[src/rtl/ccff_chain_loader_pkg.sv]
// ---------------------------------------------------------------------------
// ccff_pkg
// Shared definitions for the configuration-chain loader:
//   - ccff_state_e : loader FSM states
//   - cnt_width()  : bits needed for a counter that must reach max_val
//   - per-tile chain lengths
// No ports (package).
// ---------------------------------------------------------------------------
package ccff_pkg;

  typedef enum logic [1:0] {
    ST_IDLE      = 2'd0,
    ST_WAIT_WORD = 2'd1,
    ST_SHIFT     = 2'd2,
    ST_DONE      = 2'd3
  } ccff_state_e;

  // sb_0__1_ switch block: four 2-bit tree-mux memories.
  localparam int SB_0__1_CHAIN_LEN = 8;

  // Width of a counter that counts from 0 up to and including max_val.
  function automatic int cnt_width(input int max_val);
    if (max_val < 1) begin
      return 1;
    end
    return $clog2(max_val + 1);
  endfunction

endpackage

[src/rtl/ccff_chain_loader_if.sv]
// ---------------------------------------------------------------------------
// ccff_chain_loader_if
// Valid/ready stream carrying configuration words into the loader.
//   cfg_data  : configuration word, MSB shifted first
//   cfg_valid : cfg_data is valid
//   cfg_ready : loader accepts the word this cycle
// Modports: master (word source), slave (loader).
// ---------------------------------------------------------------------------
interface ccff_chain_loader_if #(
  parameter int WORD_W = 8
) ();

  logic [WORD_W-1:0] cfg_data;
  logic              cfg_valid;
  logic              cfg_ready;

  modport master (
    output cfg_data,
    output cfg_valid,
    input  cfg_ready
  );

  modport slave (
    input  cfg_data,
    input  cfg_valid,
    output cfg_ready
  );

endinterface

[src/rtl/ccff_word_serializer.sv]
// ---------------------------------------------------------------------------
// ccff_word_serializer
// Holds one configuration word and presents it MSB-first, one bit per
// advance, while counting the bits still left in the word.
// Ports:
//   prog_clk, prog_reset : clock, synchronous active-high reset
//   load, load_data      : capture a new word (word_left = WORD_W)
//   advance              : consume the current MSB
//   msb                  : bit presented to the chain this cycle
//   last_bit             : the current MSB is the final bit of the word
// ---------------------------------------------------------------------------
module ccff_word_serializer
  import ccff_pkg::*;
#(
  parameter int WORD_W = 8
) (
  input  logic              prog_clk,
  input  logic              prog_reset,
  input  logic              load,
  input  logic [WORD_W-1:0] load_data,
  input  logic              advance,
  output logic              msb,
  output logic              last_bit
);

  localparam int WL_W = cnt_width(WORD_W);

  logic [WORD_W-1:0] sreg_q;
  logic [WORD_W-1:0] sreg_d;
  logic [WL_W-1:0]   word_left_q;
  logic [WL_W-1:0]   word_left_d;

  always_comb begin
    sreg_d      = sreg_q;
    word_left_d = word_left_q;
    if (load) begin
      sreg_d      = load_data;
      word_left_d = WL_W'(WORD_W);
    end else if (advance && (word_left_q != '0)) begin
      sreg_d      = sreg_q << 1;
      word_left_d = word_left_q - 1'b1;
    end
  end

  always_ff @(posedge prog_clk) begin
    if (prog_reset) begin
      sreg_q      <= '0;
      word_left_q <= '0;
    end else begin
      sreg_q      <= sreg_d;
      word_left_q <= word_left_d;
    end
  end

  assign msb      = sreg_q[WORD_W-1];
  assign last_bit = (word_left_q == WL_W'(1));

endmodule

[src/rtl/ccff_chain_loader.sv]
// ---------------------------------------------------------------------------
// ccff_chain_loader
// Programs one routing tile's configuration chain: takes words from a
// valid/ready stream, shifts them MSB-first onto ccff_head with one
// ccff_shift_en pulse per bit, stops after exactly CHAIN_LEN shifts, and
// captures the first RB_W bits leaving ccff_tail as a readback of the old
// configuration. A stream stall longer than TIMEOUT cycles ends the load
// with err_underrun (the chain is left partially shifted, not padded).
// Ports:
//   prog_clk, prog_reset : clock, synchronous active-high reset
//   start                : one-cycle pulse, begins a load (ignored when busy)
//   cfg                  : configuration word stream (slave side)
//   ccff_head            : serial data into the chain (registered)
//   ccff_shift_en        : chain captures ccff_head at the next edge
//   ccff_tail            : serial data out of the chain
//   busy                 : load in progress
//   done, err_underrun   : load finished / ended by timeout; held until start
//   readback             : first RB_W tail bits, first bit at the MSB
// ---------------------------------------------------------------------------
module ccff_chain_loader
  import ccff_pkg::*;
#(
  parameter int CHAIN_LEN = SB_0__1_CHAIN_LEN,
  parameter int WORD_W    = 8,
  parameter int RB_W      = 8,
  parameter int TIMEOUT   = 255
) (
  input  logic                prog_clk,
  input  logic                prog_reset,
  input  logic                start,
  ccff_chain_loader_if.slave  cfg,
  output logic                ccff_head,
  output logic                ccff_shift_en,
  input  logic                ccff_tail,
  output logic                busy,
  output logic                done,
  output logic                err_underrun,
  output logic [RB_W-1:0]     readback
);

  localparam int BIT_W = cnt_width(CHAIN_LEN);
  localparam int RBC_W = cnt_width(RB_W);
  localparam int TMO_W = cnt_width(TIMEOUT);

  localparam logic [BIT_W-1:0] CHAIN_LEN_C = BIT_W'(CHAIN_LEN);
  localparam logic [RBC_W-1:0] RB_W_C      = RBC_W'(RB_W);
  localparam logic [TMO_W-1:0] TIMEOUT_C   = TMO_W'(TIMEOUT);

  ccff_state_e state_q;
  ccff_state_e state_d;

  logic [BIT_W-1:0] bit_cnt_q;
  logic [BIT_W-1:0] bit_cnt_d;
  logic [RBC_W-1:0] rb_cnt_q;
  logic [RBC_W-1:0] rb_cnt_d;
  logic [TMO_W-1:0] tmo_cnt_q;
  logic [TMO_W-1:0] tmo_cnt_d;
  logic [RB_W-1:0]  readback_q;
  logic [RB_W-1:0]  readback_d;
  logic             done_q;
  logic             done_d;
  logic             err_q;
  logic             err_d;
  logic             head_q;
  logic             head_d;
  logic             shift_en_q;
  logic             shift_en_d;

  logic [BIT_W-1:0] bit_inc;
  logic [TMO_W-1:0] tmo_inc;
  logic             chain_full;
  logic             tmo_expire;

  logic ser_load;
  logic ser_advance;
  logic ser_msb;
  logic ser_last;

  ccff_word_serializer #(
    .WORD_W (WORD_W)
  ) u_serializer (
    .prog_clk   (prog_clk),
    .prog_reset (prog_reset),
    .load       (ser_load),
    .load_data  (cfg.cfg_data),
    .advance    (ser_advance),
    .msb        (ser_msb),
    .last_bit   (ser_last)
  );

  // The shift issued this cycle is the last one of the load.
  assign bit_inc    = bit_cnt_q + 1'b1;
  assign chain_full = (bit_inc == CHAIN_LEN_C);

  // This idle cycle is the TIMEOUT-th consecutive one without a word.
  assign tmo_inc    = tmo_cnt_q + 1'b1;
  assign tmo_expire = (tmo_inc == TIMEOUT_C);

  // ---------------------------------------------------------------------
  // FSM: state register
  // ---------------------------------------------------------------------
  always_ff @(posedge prog_clk) begin
    if (prog_reset) begin
      state_q <= ST_IDLE;
    end else begin
      state_q <= state_d;
    end
  end

  // ---------------------------------------------------------------------
  // FSM: next state
  // ---------------------------------------------------------------------
  always_comb begin
    state_d = state_q;
    case (state_q)
      ST_IDLE: begin
        if (start) begin
          state_d = ST_WAIT_WORD;
        end
      end
      ST_WAIT_WORD: begin
        if (cfg.cfg_valid) begin
          state_d = ST_SHIFT;
        end else if (tmo_expire) begin
          state_d = ST_DONE;
        end
      end
      ST_SHIFT: begin
        // Chain length wins over word boundary: surplus low bits of the
        // final word are simply dropped.
        if (chain_full) begin
          state_d = ST_DONE;
        end else if (ser_last) begin
          state_d = ST_WAIT_WORD;
        end
      end
      ST_DONE: begin
        state_d = ST_IDLE;
      end
      default: begin
        state_d = ST_IDLE;
      end
    endcase
  end

  // ---------------------------------------------------------------------
  // FSM: outputs decoded from state
  // ---------------------------------------------------------------------
  always_comb begin
    cfg.cfg_ready = 1'b0;
    busy          = 1'b0;
    ser_load      = 1'b0;
    ser_advance   = 1'b0;
    case (state_q)
      ST_WAIT_WORD: begin
        cfg.cfg_ready = 1'b1;
        busy          = 1'b1;
        ser_load      = cfg.cfg_valid;
      end
      ST_SHIFT: begin
        busy        = 1'b1;
        ser_advance = 1'b1;
      end
      default: begin
      end
    endcase
  end

  // ---------------------------------------------------------------------
  // Counters, readback and registered chain outputs
  // ---------------------------------------------------------------------
  always_comb begin
    bit_cnt_d  = bit_cnt_q;
    rb_cnt_d   = rb_cnt_q;
    tmo_cnt_d  = tmo_cnt_q;
    readback_d = readback_q;
    done_d     = done_q;
    err_d      = err_q;
    head_d     = head_q;
    shift_en_d = 1'b0;

    // The chain shifts on this edge, so ccff_tail still shows the bit
    // about to fall out: capture it before it is lost.
    if (shift_en_q && (rb_cnt_q < RB_W_C)) begin
      readback_d = RB_W'({readback_q, ccff_tail});
      rb_cnt_d   = rb_cnt_q + 1'b1;
    end

    case (state_q)
      ST_IDLE: begin
        if (start) begin
          bit_cnt_d  = '0;
          rb_cnt_d   = '0;
          tmo_cnt_d  = '0;
          readback_d = '0;
          done_d     = 1'b0;
          err_d      = 1'b0;
        end
      end
      ST_WAIT_WORD: begin
        if (!cfg.cfg_valid) begin
          tmo_cnt_d = tmo_inc;
        end
      end
      ST_SHIFT: begin
        head_d     = ser_msb;
        shift_en_d = 1'b1;
        bit_cnt_d  = bit_inc;
        if (!chain_full && ser_last) begin
          tmo_cnt_d = '0;
        end
      end
      ST_DONE: begin
        // tmo_cnt only reaches TIMEOUT on the underrun path; a normal
        // completion arrives from SHIFT with a smaller count.
        done_d = 1'b1;
        if (tmo_cnt_q == TIMEOUT_C) begin
          err_d = 1'b1;
        end
      end
      default: begin
      end
    endcase
  end

  always_ff @(posedge prog_clk) begin
    if (prog_reset) begin
      bit_cnt_q  <= '0;
      rb_cnt_q   <= '0;
      tmo_cnt_q  <= '0;
      readback_q <= '0;
      done_q     <= 1'b0;
      err_q      <= 1'b0;
      head_q     <= 1'b0;
      shift_en_q <= 1'b0;
    end else begin
      bit_cnt_q  <= bit_cnt_d;
      rb_cnt_q   <= rb_cnt_d;
      tmo_cnt_q  <= tmo_cnt_d;
      readback_q <= readback_d;
      done_q     <= done_d;
      err_q      <= err_d;
      head_q     <= head_d;
      shift_en_q <= shift_en_d;
    end
  end

  assign ccff_head     = head_q;
  assign ccff_shift_en = shift_en_q;
  assign done          = done_q;
  assign err_underrun  = err_q;
  assign readback      = readback_q;

endmodule

[src/flat_wrapper.sv]
// flat-port wrapper written by rule: the top's interface ports become plain ports
module ccff_chain_loader_flat import ccff_pkg::*;
#(
  parameter int CHAIN_LEN = SB_0__1_CHAIN_LEN,
  parameter int WORD_W    = 8,
  parameter int RB_W      = 8,
  parameter int TIMEOUT   = 255
)
  (prog_clk, prog_reset, start, ccff_head, ccff_shift_en, ccff_tail, busy, done, err_underrun, readback, cfg_cfg_data, cfg_cfg_valid, cfg_cfg_ready);
  ccff_chain_loader_if #(.WORD_W(WORD_W)) cfg_i ();
  input  logic prog_clk;
  input  logic prog_reset;
  input  logic start;
  output logic ccff_head;
  output logic ccff_shift_en;
  input  logic ccff_tail;
  output logic busy;
  output logic done;
  output logic err_underrun;
  output logic [RB_W-1:0] readback;
  input wire logic [$bits(cfg_i.cfg_data)-1:0] cfg_cfg_data;
  input wire logic [$bits(cfg_i.cfg_valid)-1:0] cfg_cfg_valid;
  output wire logic [$bits(cfg_i.cfg_ready)-1:0] cfg_cfg_ready;
  assign cfg_i.cfg_data = cfg_cfg_data;
  assign cfg_i.cfg_valid = cfg_cfg_valid;
  assign cfg_cfg_ready = cfg_i.cfg_ready;
  ccff_chain_loader #(.CHAIN_LEN(CHAIN_LEN), .WORD_W(WORD_W), .RB_W(RB_W), .TIMEOUT(TIMEOUT)) u_core (.prog_clk(prog_clk), .prog_reset(prog_reset), .start(start), .cfg(cfg_i), .ccff_head(ccff_head), .ccff_shift_en(ccff_shift_en), .ccff_tail(ccff_tail), .busy(busy), .done(done), .err_underrun(err_underrun), .readback(readback));
endmodule
[config.mk]
export PLATFORM = sky130hd
export DESIGN_NAME = ccff_chain_loader_flat
export DESIGN_NICKNAME = d
export VERILOG_FILES = /design/src/rtl/ccff_chain_loader_pkg.sv /design/src/rtl/ccff_chain_loader_if.sv /design/src/rtl/ccff_word_serializer.sv /design/src/rtl/ccff_chain_loader.sv /design/src/flat_wrapper.sv
export SDC_FILE = /design/constraint.sdc
export NUM_CORES = 1
export LEC_CHECK = 0
export CAP_MARGIN = 40
export CORE_AREA = 2 2 96 98
export DETAILED_ROUTE_END_ITERATION = 16
export DIE_AREA = 0 0 98 100
export PLACE_DENSITY = 0.41
export SYNTH_ARGS = -nofsm -noshare
export SYNTH_HDL_FRONTEND = slang
export SYNTH_HIERARCHICAL = 1
export SYNTH_SLANG_ARGS = --single-unit
[constraint.sdc]
create_clock -name prog_clk -period 2.02 [get_ports prog_clk]
set_input_delay 0.505 -clock prog_clk [delete_from_list [all_inputs] [get_ports prog_clk]]
set_output_delay 0.505 -clock prog_clk [all_outputs]
set_load 0.05 [all_outputs]
* Word level (Yosys, flattened, before mapping) *
Index checks and enable logic that the tools add are counted.

cells by class
  magnitude comparators = 1
  divide/modulo/power cells = 0
  bitwise gates (word level) = 0
  multiplexer cells = 30
  shift operators = 0
  add/subtract/negate cells = 4
  equal/unequal tests = 13
  multiply operators = 0
  reduce and logical (&&, ||, !) cells = 17

operators by type and width
  operator                                                                 count
  8-bit two-way mux                                                        8
  4-bit two-way mux                                                        6
  8-bit case mux with 3 select lines                                       1
  8-bit == test, second input constant                                     2
  2-bit two-way mux                                                        5
  4-bit by 1-bit adder with 4-bit output, second input constant            2
  8-bit by 1-bit adder with 8-bit output, second input constant            1
  2-bit case mux with 4 select lines                                       1
  4-bit case mux with 2 select lines                                       1
  1-bit two-way mux                                                        6
  3-bit AND reduction                                                      2
  2-bit nonzero test                                                       3
  2-bit == test, second input constant                                     2
  4-bit by 1-bit == test with 1-bit output, second input constant          1
  4-bit == test, second input constant                                     1
  4-bit < comparator, second input constant                                1
  2-bit by 1-bit inequality test with 1-bit output, second input constant  2
  2-bit inequality test, second input constant                             2
  1-bit case mux with 2 select lines                                       2
  2-bit AND reduction                                                      2
  4-bit AND reduction                                                      1
  4-bit nonzero test                                                       1
  2-bit OR reduction                                                       2
  4-bit by 1-bit subtractor with 4-bit output, second input constant       1
  7 further kinds                                                          9

word-level totals
  memories kept = 0
  bits in read-only memories = 0
  RAM bits = 0
  register bits after elaboration = 42
  latch bits = 0
  input bits = 13
  word-level logic and storage cells = 77
  output and inout port bits = 14

* Longest topological paths before layout *
Gate-level depths: netlist of run 1.

  depth after elaboration = 6
  depth in mapped cells = 8
  depth with buffers taken out = 8

* By module *
The synthesis of run 1 kept the hierarchy.

by module, submodules not included
  module                area each (um2)  times used  cells an instance  sequential area each (um2)
  ccff_chain_loader     1,508.9          1           182                600.6
  ccff_word_serializer  615.6            1           70                 240.2

* Worst setup path after synthesis of run 1 *
No wires, ideal clock.

  path kind = reg2reg
  start = register u_core.state_q[1]
  end = register u_core.state_q[1]
  period minus slack after synthesis = 2,055 ps
  buffers on the path = 0
  arrival = 1,923 ps
  setup slack = -35 ps
  stages on the path, launching flop included = 8
  setup time = 132 ps
  required time = 1,888 ps
  cell sequence = dfxtp_1 -> inv_1 -> ha_1 -> inv_1 -> nor2_1 -> o31a_1 -> nor4_1 -> or3b_2

between the ends
  longest elaborated chain between the ends = 3
  elaborated cells on any way between the ends = 9
  classes of those cells = eq/ne: 6; mux: 1; reduce/logical: 2

RTL lines
  what                                                                                             RTL line                  RTL
  start: declaration                                                                               ccff_chain_loader.sv:49   ccff_state_e state_q;
  start signal: assignment                                                                         ccff_chain_loader.sv:106  state_q <= state_d;
  2-bit == test, or another cell as far along                                                      ccff_chain_loader.sv:115  case (state_q)
  3-bit by 1-bit inequality test with 1-bit output (no source line), or another cell as far along  -
  3-bit AND reduction (no source line)                                                             -

Several ways; a longest one is shown, not always the timed one.
A chain may end at the register's enable or synchronous reset.

* Final worst setup path of run 1 *
  start = register u_core.readback_q[2], in the netlist u_core/readback[2]
  end = output port readback[2]

RTL lines
  what                      RTL line                  RTL
  start: declaration        ccff_chain_loader.sv:58   logic [RB_W-1:0] readback_q;
  start signal: assignment  ccff_chain_loader.sv:240  readback_q <= readback_d;
  end: declaration          flat_wrapper.sv:20        output logic [RB_W-1:0] readback;

No word-level cell between the ends.

==> summary.txt, run 1 <==
Outcome
  – Run status: finished, final reports clean

STA
  – Max frequency: 512 MHz
  – Clock skew: 0.0116 ns
  – Slew of the pin with the lowest slew margin: 0.534 ns
  – TNS Setup: 0 ns
  – Setup ws final: 0.0657 ns
  – Max-slew violation count: 0
  – Endpoints failing hold: 0
  – Final min period: 1.95 ns
  – Worst rel slew slack: 0.643
  – Post-route clock period utilization: 0.967
  – RSZ-0062 raised after global routing: yes
  – Final setup fails: 0
  – Hold Worst Slack: 0.466 ns

Die
  – Core Rows: 35
  – Die Ht: 100 µm
  – I/O Pins: 27
  – Die area: 9800 µm²
  – Die X: 98 µm
  – Initial Utilization: 0.239
  – Total core area: 8890 µm²

Power
  – Leakage: 1.16 nW
  – Pwr Total: 2.65 mW
  – Switching share of power: 0.385
  – Switch Pwr: 1.02 mW
  – Comb pwr share: 0.412
  – Reg power frac: 0.360
  – Cell Pwr Density: 935 nW/µm²
  – VDD IR max: 0.000472 V
  – Clock share of power: 0.228
  – P_int: 1.63 mW

Synthesis
  – Commonest cells post-synth: 42 x dfxtp_1, 28 x nand2_1, 23 x a21oi_1
  – Post-synthesis sequential area ratio: 0.396
  – Most instantiated library cell after synthesis: dfxtp_1
  – Most used DFF post-synth: dfxtp_1
  – Yosys warnings: 6
  – Async SR Flop Fraction: 0
  – Post-synthesis cell count: 252
  – Leading post-synthesis cells by cell area: dfxtp_1 40%, ha_1 5.9%, a21oi_1 5.4%
  – Synthesized area: 2120 µm²
  – Distinct cell type count after synthesis: 54
  – Leading area contributor after synthesis: dfxtp_1
  – Yosys reg bits: 42
  – Post-synth EDFFs: 0
  – Mean post-synth cell area: 8.43 µm²
  – Synthesized Nets: 275
  – Top-area cell type share of the netlist area: 0.396

Global routing
  – Number of global-route vias before repair: 1877
  – Global route overflow: 0
  – Global-route wire length before repair: 8940 µm
  – Largest net degree at the start of global routing: 21
  – GR Util All Layers: 0.111
  – Initial antenna violation count: 0

Clock tree
  – Worst-Skew Late Latency: 0.30 ns
  – TritonCTS Buffers: 5
  – CTS tree: built
  – Clk slew on worst S/H paths: 0.10 ns
  – Root buf cell: clkbuf_8
  – Setup Buffers After CTS: 0
  – CTS H-tree depth: 2
  – Sink Count: 42
  – CTS Buffer Depth: 2

Final layout
  – Layout cells sized above 1: 0.203
  – Nets@finish: 322
  – Fill cell count: 955
  – Area Overhead vs Synth: 33.4%
  – Design Area, Final: 2830 µm²
  – Antenna cell count: 0

Placement
  – DP Worst Slack: -0.178 ns
  – PortBufs: 26
  – Placed Instance Area: 2690 µm²
  – Detailed placer's ending HPWL: 3760 µm
  – GP Congestion: 0.755

Critical path
  – Crit path buf inv count: 1
  – Kind of critical path: register to primary output
  – Max FO, Critical Path: 3
  – Cell family with most CP delay: buffers and inverters
  – Worst Setup SP: u_core/readback[2]
  – Crit-path slowest cell: clkdlybuf4s50_1
  – WP data required: 1.51 ns
  – Element type at the critical path start: register
  – Worst reg2reg path startpoint: u_core/u_serializer/word_left_q[1]
  – Crit-path cells: clkdlybuf4s50_1
  – Max incr delay on CP: 0.80 ns
  – CP endpoint kind: primary output
  – Data arrival time of the worst path: 1.45 ns

Route
  – Final ANT Viol Nets: 0
  – Iter 0 DRT Violations: 79
  – Vias: 1955
  – Wire per inst: 12.7 µm
  – WL final: 5230 µm
  – Avg Vias per Cell: 4.76
  – Drc violations: 0
  – DR pass1 iterations: 4

Hold path
  – Hold Startpoint: u_core/readback[7]
  – Hold crit path type: register to register

Job
  – Maxcap violations: 0
-- layout make-up --
type                            count  area [µm²]  area share
Multi-Input combinational cell    183        1200       0.423
Clock inverter                      3        28.8      0.0102
Timing Repair Buffer               52         500       0.177
Sequential cell                    42         842       0.297
Tap cell                          111         139      0.0490
Inverter                           15        56.3      0.0199
Clock buffer                        5        68.8      0.0243
-- per-stage QoR --
stage,utilization,std cells
after global placement,0.302,403
after global routing,0.319,411
after detailed placement,0.302,403
after floorplan,-,252
after CTS,0.314,411
final,0.319,411
-- cell usage in the layout (no fill, tap or decap), types with 2 or more instances in the layout --
cell / instances
nand4b_1: 2
a21oi_1: 22
or3_4: 2
nand2b_1: 6
o211ai_1: 3
nand3_1: 5
a221oi_1: 7
nand2_1: 28
dlymetal6s2s_1: 7
o21ai_0: 17
nor2_1: 19
xor2_1: 4
ha_1: 9
a31oi_1: 8
mux2i_1: 3
or3_2: 3
nor2b_1: 3
buf_4: 27
nor3_1: 3
or4_1: 2
dfxtp_1: 41
clkdlybuf4s50_1: 15
buf_12: 3
inv_1: 14
a22oi_1: 2
and2_1: 4
clkbuf_8: 5
-- worst paths after layout --
| check | to | slack, ns | cells past startpoint |
|---|---|---|---|
| worst max register to register | u_core/tmo_cnt_q[7] | 0.10 | 8 |
| worst min register to register | u_core/readback[7] | 0.47 | 2 |
| worst max-delay path | readback[2] | 0.07 | 1 |
| worst min-delay path | u_core/readback[7] | 0.47 | 2 |
-- sequential cells by signal (all words and copies together) (netlist names) --
| name | count |
|---|---|
| u_core/u_serializer/sreg_q | 8 |
| u_core/readback | 8 |
| u_core/done | 1 |
| u_core/err_underrun | 1 |
| u_core/u_serializer/word_left_q | 4 |
| u_core/tmo_cnt_q | 8 |
| u_core/bit_cnt_q | 4 |
| u_core/state_q | 2 |
| u_core/ccff_head | 1 |
| u_core/ccff_shift_en | 1 |
| u_core/rb_cnt_q | 4 |
-- power by group through the flow --
stage          combinational, mW  clock (mW)  sequential (mW)
2_1_floorplan              0.630           0            0.986
6_report                    1.09       0.604            0.955
5_1_grt                     1.21       0.668            0.965
3_3_place_gp                1.10           0            0.970
4_1_cts                     1.10       0.632            0.953
3_5_place_dp                1.09           0            0.969
-- logic make-up after synthesis --
kind of cell,Yosys count,synth area share
and+or+nand+nor,92,0.233
AOI/OAI and AO/OA,73,0.223
DFF,42,0.396
buffers and inverters,27,0.0548
adders and majority gates,10,0.0589
xor gates and xnor gates,5,0.0206
muxes,3,0.0141
-- metal layers --
layer,wire (µm),global-route usage,part of all wire,vias up
met5,0,0,0,-
met4,56,0.0374,0.011,0
met3,197,0.0244,0.038,4
met2,2520,0.188,0.48,37
met1,2460,0.140,0.47,923
li1,-,-,-,991
-- worst register-to-register path, delay by kind of cell (launching register included) --
family | cells | cell delay (ns)
AO/OA/AOI/OAI | 1 | 0.14
adder cells (fa/ha/maj) | 1 | 0.15
AND/OR/NAND/NOR | 5 | 1.16
buffers and inverters | 1 | 0.07
flip-flops | 1 | 0.32
-- what timing repair did --
item | CTS | global route
setup endpoints to repair | 7 | 14
pin swaps | 1 | 4
resized for setup | 2 | 13
hold buffers | 0 | 0
No activity file was read; power rests on OpenSTA's default activity.
==> run 2, diff against run 1 <==
--- a/config.mk
+++ b/config.mk
@@ -9,6 +9,7 @@
 export CORE_AREA = 2 2 96 98
 export DETAILED_ROUTE_END_ITERATION = 16
 export DIE_AREA = 0 0 98 100
+export HOLD_SLACK_MARGIN = 0.05
 export PLACE_DENSITY = 0.41
 export SYNTH_ARGS = -nofsm -noshare
 export SYNTH_HDL_FRONTEND = slang
==> results of run 2 <==
Final layout, timing and power as in run 1 (identical DEF).
==> run 3, diff against run 2 <==
--- a/config.mk
+++ b/config.mk
@@ -9,7 +9,8 @@
 export CORE_AREA = 2 2 96 98
 export DETAILED_ROUTE_END_ITERATION = 16
 export DIE_AREA = 0 0 98 100
-export HOLD_SLACK_MARGIN = 0.05
+export HOLD_SLACK_MARGIN = 0.03
+export MAX_ROUTING_LAYER = met4
 export PLACE_DENSITY = 0.41
 export SYNTH_ARGS = -nofsm -noshare
 export SYNTH_HDL_FRONTEND = slang
==> run 3 against run 2 <==
  * Global-route usage increased by 0.30 points
  * Critical path depth unchanged
  * Critical endpoint unchanged
  * Routed wire length increased by 0.31%
  * Utilization unchanged
  * Count of clock-buffer cells in the layout unchanged
  * Total power increased by 0.14%
  * Maximum frequency about the same
  * Combinational power about the same
  * Die area unchanged
==> summary.txt, run 3 (synthesis results as in run 1) <==
Outcome
  – Run status: finished, final reports clean

Die
  – Die Ht: 100 µm
  – Die area: 9800 µm²
  – Die X: 98 µm
  – Core Rows: 35
  – Total core area: 8890 µm²
  – Initial Utilization: 0.239
  – I/O Pins: 27

Global routing
  – GR Util All Layers: 0.114
  – Global route overflow: 0
  – Largest net degree at the start of global routing: 21
  – Initial antenna violation count: 0
  – Global-route wire length before repair: 8940 µm
  – Number of global-route vias before repair: 1881

Placement
  – GP Congestion: 0.764
  – PortBufs: 26
  – Detailed placer's ending HPWL: 3760 µm
  – Number of instances in the placed design: 403

Critical path
  – Crit-path cells: clkdlybuf4s50_1
  – Worst reg2reg path startpoint: u_core/u_serializer/word_left_q[1]
  – CP endpoint kind: primary output
  – R2r setup slk: 0.11 ns
  – Element type at the critical path start: register
  – Data arrival time of the worst path: 1.45 ns
  – Max incr delay on CP: 0.80 ns
  – Kind of critical path: register to primary output
  – Cell family with most CP delay: buffers and inverters
  – Crit path buf inv count: 1
  – Max FO, Critical Path: 3
  – WP data required: 1.51 ns
  – Crit-path slowest cell: clkdlybuf4s50_1
  – Reg2Reg Depth: 8
  – R2r endpoint: u_core/tmo_cnt_q[7]

Route
  – Drc violations: 0
  – DR pass1 iterations: 4
  – Final ANT Viol Nets: 0
  – Iter 0 DRT Violations: 79
  – Avg Vias per Cell: 4.74
  – Vias: 1949
  – WL final: 5250 µm
  – Wire per inst: 12.8 µm

Clock tree
  – CTS Buffer Depth: 2
  – TritonCTS Buffers: 5
  – Clk slew on worst S/H paths: 0.10 ns
  – CTS tree: built
  – CTS H-tree depth: 2
  – Root buf cell: clkbuf_8
  – Worst-Skew Late Latency: 0.30 ns
  – Hold-fix buffers at CTS: 0
  – Sink Count: 42

STA
  – TNS Setup: 0 ns
  – Endpoints failing hold: 0
  – Hold Worst Slack: 0.466 ns
  – Max-slew violation count: 0
  – Slew of the pin with the lowest slew margin: 0.566 ns
  – Worst rel slew slack: 0.621
  – Final setup fails: 0
  – Final min period: 1.95 ns
  – RSZ-0062 raised after global routing: yes
  – Max frequency: 512 MHz
  – Clock skew: 0.0125 ns
  – Post-route clock period utilization: 0.968

Hold path
  – WHS Endpoint: u_core/readback[7]
  – Cells on Worst Hold Path: 2
  – Hold crit path type: register to register
  – Hold Startpoint: u_core/readback[7]

Final layout
  – Commonest non-fill, non-tap cell in the layout: dfxtp_1
  – Layout cells sized above 1: 0.203
  – Nets@finish: 322
  – Commonest cells after routing, fill and taps aside: 41 x dfxtp_1, 28 x nand2_1, 27 x buf_4
  – Non-Filler Instances: 411
  – Final core occ: 0.319
  – Footprint of the multi-input gates: 1200 µm²
  – Register Area: 842 µm²
  – Fill cell count: 955
  – Antenna cell count: 0
  – Area Overhead vs Synth: 33.4%

Power
  – VDD IR max: 0.000473 V
  – Cell Pwr Density: 936 nW/µm²
  – Leakage: 1.16 nW

Job
  – Maxcap violations: 0
run 3: cell counts in the layout (fill, tap and decap cells not counted):
Identical to the previous run, type by type.
run 3: worst max-delay path by stage:
stage | startpoint | end | slack (ns) | depth (start not counted)
floorplan | u_core/state_q[0] | u_core/tmo_cnt_q[5] | 0.007 | 8
global placement | start | u_core/tmo_cnt_q[5] | -0.19 | 6
detailed placement | start | u_core/tmo_cnt_q[5] | -0.18 | 6
CTS | u_core/readback[0] | readback[0] | 0.01 | 1
global route | u_core/u_serializer/word_left_q[1] | u_core/tmo_cnt_q[0] | -0.05 | 8
finish | u_core/readback[2] | readback[2] | 0.07 | 1
run 3: routing by layer:
metal,vias to the layer above,track usage,part of all wire
li1,993,-,-
met1,915,0.138,0.48
met2,37,0.189,0.48
met3,4,0.0244,0.040
met4,0,0.0374,0.0053
met5,-,-,0
run 3: final cells by class:
type	count	area share
repair buffers	52	0.177
well taps	111	0.0490
clock buffers	5	0.0243
flip-flops and latches	42	0.297
multi-input cells	183	0.423
clock inverters	3	0.0102
inverters	15	0.0199
run 3: power by group:
group          leakage, nW  switching (mW)  internal [mW]
registers            0.340          0.0528          0.902
logic                0.771           0.626          0.468
clock network       0.0506           0.345          0.259
run 3: repair_timing:
item                                   4_1_cts  5_1_grt
setup endpoints to repair                    7       14
gates resized for setup                      2       13
setup buffers                                0        0
pin swaps                                    1        4
endpoints found under the hold margin        0        0
run 3: stage by stage:
stage | power, mW | setup slack, ns | area (µm²)
after floorplan | 1.62 | 0.00717 | 2130
after global placement | 2.07 | -0.193 | 2690
after detailed placement | 2.06 | -0.178 | 2690
after CTS | 2.69 | 0.0129 | 2790
after global routing | 2.84 | -0.0464 | 2830
final | 2.65 | 0.0654 | 2830
